### src/rtl/adder_tree_seq.sv
// adder_tree_seq: multi-pass sequencer for the 11-lane combinational adder tree.
// Accepts one window of N_TERMS signed products. Presents the window to the tree in
// 11-lane slices, one slice per cycle. Accumulates the per-pass sums and returns one
// DW-bit sum per window. All arithmetic wraps modulo 2^DW.
//
// Ports:
//   clk_i        clock, rising edge
//   rst_i        asynchronous active-high reset
//   in_valid_i   window valid
//   in_ready_o   window accepted when in_valid_i & in_ready_o
//   in_data_i    N_TERMS signed products, term k at [(k+1)*DW-1 -: DW]
//   tree_data_o  slice driven to the adder tree, lane j at [(j+1)*DW-1 -: DW]
//   tree_sum_i   combinational sum returned by the tree
//   out_valid_o  result valid
//   out_ready_i  result consumed when out_valid_o & out_ready_i
//   out_sum_o    signed window sum
//   busy_o       high while passes are running
module adder_tree_seq #(
  parameter int unsigned N_TERMS = 25,
  parameter int unsigned DW      = 32
) (
  input  logic                    clk_i,
  input  logic                    rst_i,
  input  logic                    in_valid_i,
  output logic                    in_ready_o,
  input  logic [N_TERMS*DW-1:0]   in_data_i,
  output logic [11*DW-1:0]        tree_data_o,
  input  logic [DW-1:0]           tree_sum_i,
  output logic                    out_valid_o,
  input  logic                    out_ready_i,
  output logic [DW-1:0]           out_sum_o,
  output logic                    busy_o
);

  localparam int unsigned Lanes = 11;
  localparam int unsigned NPass = (N_TERMS + Lanes - 1) / Lanes;
  localparam int unsigned PassW = (NPass > 1) ? $clog2(NPass) : 1;
  localparam int unsigned SliceW = Lanes * DW;
  localparam int unsigned PadW  = NPass * SliceW;

  typedef enum logic [1:0] {StIdle, StRun, StDone} state_e;

  state_e                state_q, state_d;
  logic [N_TERMS*DW-1:0] win_q;
  logic [PassW-1:0]      pass_q;
  logic [DW-1:0]         acc_q;
  logic [DW-1:0]         out_sum_q;
  logic                  out_valid_q;

  logic                  accept;
  logic                  last_pass;
  logic [PadW-1:0]       win_pad;
  logic [SliceW-1:0]     slice [NPass];

  // Zero-extend the window to a whole number of slices so the last pass sees
  // zeros in the unused lanes rather than anything stale.
  assign win_pad = PadW'(win_q);

  for (genvar p = 0; p < NPass; p++) begin : g_slice
    assign slice[p] = win_pad[p*SliceW +: SliceW];
  end

  assign last_pass = (pass_q == PassW'(NPass - 1));
  assign accept    = in_valid_i & in_ready_o;

  // State register
  always_ff @(posedge clk_i or posedge rst_i) begin
    if (rst_i) begin
      state_q <= StIdle;
    end else begin
      state_q <= state_d;
    end
  end

  // Next-state logic
  always_comb begin
    state_d = state_q;
    unique case (state_q)
      StIdle: if (in_valid_i) state_d = StRun;
      StRun:  if (last_pass) state_d = StDone;
      StDone: begin
        if (out_ready_i) state_d = in_valid_i ? StRun : StIdle;
      end
      default: state_d = StIdle;
    endcase
  end

  // Output logic
  always_comb begin
    in_ready_o  = 1'b0;
    busy_o      = 1'b0;
    tree_data_o = '0;
    unique case (state_q)
      StIdle: in_ready_o = 1'b1;
      StRun: begin
        busy_o      = 1'b1;
        tree_data_o = slice[pass_q];
      end
      // Retiring the result frees the window buffer in the same edge.
      StDone: in_ready_o = out_ready_i;
      default: ;
    endcase
  end

  // Datapath
  always_ff @(posedge clk_i or posedge rst_i) begin
    if (rst_i) begin
      win_q       <= '0;
      pass_q      <= '0;
      acc_q       <= '0;
      out_sum_q   <= '0;
      out_valid_q <= 1'b0;
    end else begin
      if (accept) begin
        win_q  <= in_data_i;
        acc_q  <= '0;
        pass_q <= '0;
      end else if (state_q == StRun) begin
        acc_q  <= acc_q + tree_sum_i;
        pass_q <= last_pass ? '0 : pass_q + 1'b1;
      end

      if (state_q == StRun && last_pass) begin
        out_sum_q   <= acc_q + tree_sum_i;
        out_valid_q <= 1'b1;
      end else if (state_q == StDone && out_ready_i) begin
        out_valid_q <= 1'b0;
      end
    end
  end

  assign out_sum_o   = out_sum_q;
  assign out_valid_o = out_valid_q;

endmodule

### config.mk
export PLATFORM = sky130hd
export DESIGN_NAME = adder_tree_seq
export DESIGN_NICKNAME = d
export VERILOG_FILES = /design/src/rtl/adder_tree_seq.sv
export SDC_FILE = /design/constraint.sdc
export NUM_CORES = 2
export LEC_CHECK = 0
export ABC_AREA = 1
export CAP_MARGIN = 20
export CORE_AREA = 2 2 479 481
export CTS_CLUSTER_DIAMETER = 100
export DETAILED_ROUTE_END_ITERATION = 10
export DIE_AREA = 0 0 481 483
export PLACE_DENSITY_LB_ADDON = 0.2
export SYNTH_ARGS = -nofsm -noshare
export SYNTH_HDL_FRONTEND = slang
export SYNTH_SLANG_ARGS = --single-unit
### constraint.sdc
create_clock -name clk_i -period 27.8 [get_ports clk_i]
set_input_delay 4.17 -clock clk_i [delete_from_list [all_inputs] [get_ports clk_i]]
set_output_delay 4.17 -clock clk_i [all_outputs]
set_load 0.005 [all_outputs]
==> results.md <==
- Flop-to-flop setup slack: approximately 23000 ps
- Net Switching: slightly below 0.003 W
- CP Data Required Time: approximately 24000 ps
- DRC viols: 0
- Sequential share of the synthesized area: 54.37%
- H-tree lvl count: 3
- Reg clk slew, reported paths: about 60 ps
- Compound-Gate Fraction of Synth Area: 10.25%
- Power density over cell area: 117.1 nW/um^2
- Die height: between 400 and 500 um
- Setup TNS: 0 ps
- Sequential share of power: 31.4%
- WP data arrival: roughly 5800 ps
- Pre-CTS setup slack: 18000 ps
- Num ports: around 1200
- Min-Delay Path Depth: 2
- LEAKAGE: 27.35 nW
- DP HPWL: 153600 um
- Area growth syn-to-layout: 47.71%
- Synth Area in Adders: under 10%
- # resized after CTS: 0
- Fraction of synthesized cell area in xor and xnor cells: less than 1%
- Biggest area consumer among synthesized cells: dfrtp_1
- Initial antenna violation count: 85
- Core area: approximately 230000 um^2
- Worst hold start: win_q[7]$_DFFE_PP0P_
- Via count: 38190
- Clk_skew: just over 50 ps
- Synth Net Count: roughly 6000
- Critical Path Sink Type: output pin
- Largest net degree at the start of global routing: approximately 210
- Main combinational cell family by area after synthesis: simple AND/OR/NAND/NOR gates
- Starting Density: 17.63%
- Clk pwr share: approximately 22%
- Switching Share: between 40% and 50%
- VDD IR-drop max: about 60 uV
- CTS Buffer Depth: 3
- FF-to-FF Start: state_q[1]$_DFFE_PP0P_
- Vias in the first global route: roughly 39000
- Root buffer cell: clkbuf_16
- Worst setup SP type: flop
- Layout cells sized above 1: 4.096%
- PortBufs: 1222
- Most numerous cell in the Yosys netlist: nand2_1
- CTS Hold Bufs: 0
- Worst Tran Pin Value: 1103 ps
- Setup bufs post-CTS: 0
- Max Transition Viols Final: 0
- 1st-pass router iterations: 5
- Detailed Route WL: a little over 200000 um
- Slew headroom: 26.46%
- Skew-Pair Late Insertion Delay: roughly 760 ps
- Hold EP: win_q[7]$_DFFE_PP0P_
- RR Endpoint: win_q[657]$_DFFE_PP0P_
- Cells after Synth: 5096
- Die area: approximately 230000 um^2
- Drt initial violations: about 2500
- First-pass GRT wire length: 294300 um
- Top post-synthesis cells by count: 2147 x nand2_1, 869 x dfrtp_1, 491 x inv_1
- Clock buffer count from CTS: 110
- Gr ovfl total: 0
- Final Wtd Congestion: just under 0.9
- Yosys reg bits: 869
- Top post-synthesis cells by area: dfrtp_1 54%, nand2_1 20%, inv_1 4.6%
- Die X-Extent: between 400 and 500 um
- Syn_area_per_cell: just under 8 um^2
- Post-synthesis cell area: around 40000 um^2
- Fin crit period: ~10000 ps
- Netlist cell types: 33
- Final period util: between 30% and 40%
- Top-area cell type share of the netlist area: 54.37%
- RSZ-0062 raised after global routing: no
- Ys Warns: 0
- GR Util All Layers: approximately 17%
- Final hold vios: 0
- Ys async rst share: between 90% and 100%
- Max frequency: approximately 100 MHz
- Synth Area in Simple Gates: 25.76%
- Row count: approximately 180
- Multiplexer share of the synthesized area: 0%
- Max cap viols: 0
- Internal power: 0.004021 W
- Top_reg_cell synth: dfrtp_1
- Final setup margin: around 18000 ps
- R2R cell count: 10
- CTS sink cnt: 869
- Comb pwr share: a little under half
- Antenna Nets Post-Route: 0
- Min-Delay Path Class: flop to flop
- DR WL/cell: between 20 and 25 um
- Number of flops mapped to enable cells by yosys: 0
- Worst-path fanout max: 62
- Run status: finished clean
- Via-to-Cell Ratio: 4.103
- Final setup viols: 0
- Layout Nets: about 7000
- Kind of critical path: flop to output pin
- Clock tree from TritonCTS: done
- CP Launch Point: pass_q[1]$_DFFE_PP0P_
state kept, by name (all words and copies together), names as in the netlist:
name,cells
pass_q,2
win_q,800
acc_q,32
out_sum_o,32
out_valid_o,1
state_q,2
kinds of logic after synthesis:
| family | count (synthesis) |
|---|---|
| flops | 869 |
| simple gates | 2626 |
| xor+xnor | 15 |
| buf+inv | 805 |
| fa+ha+maj | 32 |
| compound gates | 749 |
layer usage:
layer	track usage (%)	wire length, um
met1	22.14	88810
met2	28.11	96620
met3	5.952	17900
met4	3.666	3602
met5	0	567
area by class of cell:
cell class                      instances  area (um^2)
Fill cell                           24967       167800
Clock inverter                         40        619.3
Sequential cell                       869        21750
Multi-Input combinational cell       3422        14980
Inverter                              496         1876
Antenna cell                           23        57.56
Tap cell                             3009         3765
Timing Repair Buffer                 1282        12740
Clock buffer                          166         3294
worst max path at each step:
stage	to	slack [ps]
after CTS	tree_data_o[255]	17670
after global placement	in_ready_o	17970
after floorplan	acc_q[0]$_DFFE_PP0P_	11680
after detailed placement	in_ready_o	18000
final	tree_data_o[246]	17820
after global routing	tree_data_o[255]	17570
power groups by stage:
stage	Combinational [W]	Clock, W	Sequential, W
after CTS	0.00329	0.00160	0.00217
after global routing	0.00356	0.00165	0.00224
final	0.00320	0.00155	0.00217
after global placement	0.00326	0	0.00218
after detailed placement	0.00326	0	0.00219
after floorplan	0.00160	0	0.00210
cell usage in the layout (no fill, tap or decap), drive strengths merged:
cell and count:
a21o 1, a21oi 20, a221oi 61, a22oi 19, a31oi 8, buf 60, bufinv 12, clkbuf 166
clkdlybuf4s50 1222, clkinv 21, clkinvlp 5, dfrtp 869, diode 23, fa 1, ha 31, inv 498
nand2 2149, nand3 299, nand3b 5, nand4 3, nor2 167, nor3 3, o211ai 8, o21ai 604
o21bai 3, o22ai 23, o2bb2ai 1, o31ai 1, xnor2 8, xor2 7
critical path, stage by stage, from the launching register on:
cell             delay (ps)
dfrtp_1                 450
nor2_4                  380
buf_4                   730
buf_4                   620
buf_4                   610
buf_4                   850
nand3_1                 140
o21ai_1                 400
clkdlybuf4s50_1         630
through the flow:
stage / power, W / instance area, um^2 / cells / hold WS (ps) / util, %
6_report: 0.006918 / 59070 / 9307 / 477.2 / 26.04
5_1_grt: 0.007440 / 59040 / 9293 / 488.9 / 26.03
4_1_cts: 0.007059 / 58990 / 9283 / 481.2 / 26.00
3_5_place_dp: 0.005453 / 55070 / 9077 / 465.2 / 24.28
3_3_place_gp: 0.005440 / 55070 / 9077 / 461.8 / 24.28
2_1_floorplan: 0.003708 / 40000 / 5096 / 448.8 / -
Power figures use the tool's default switching activity.
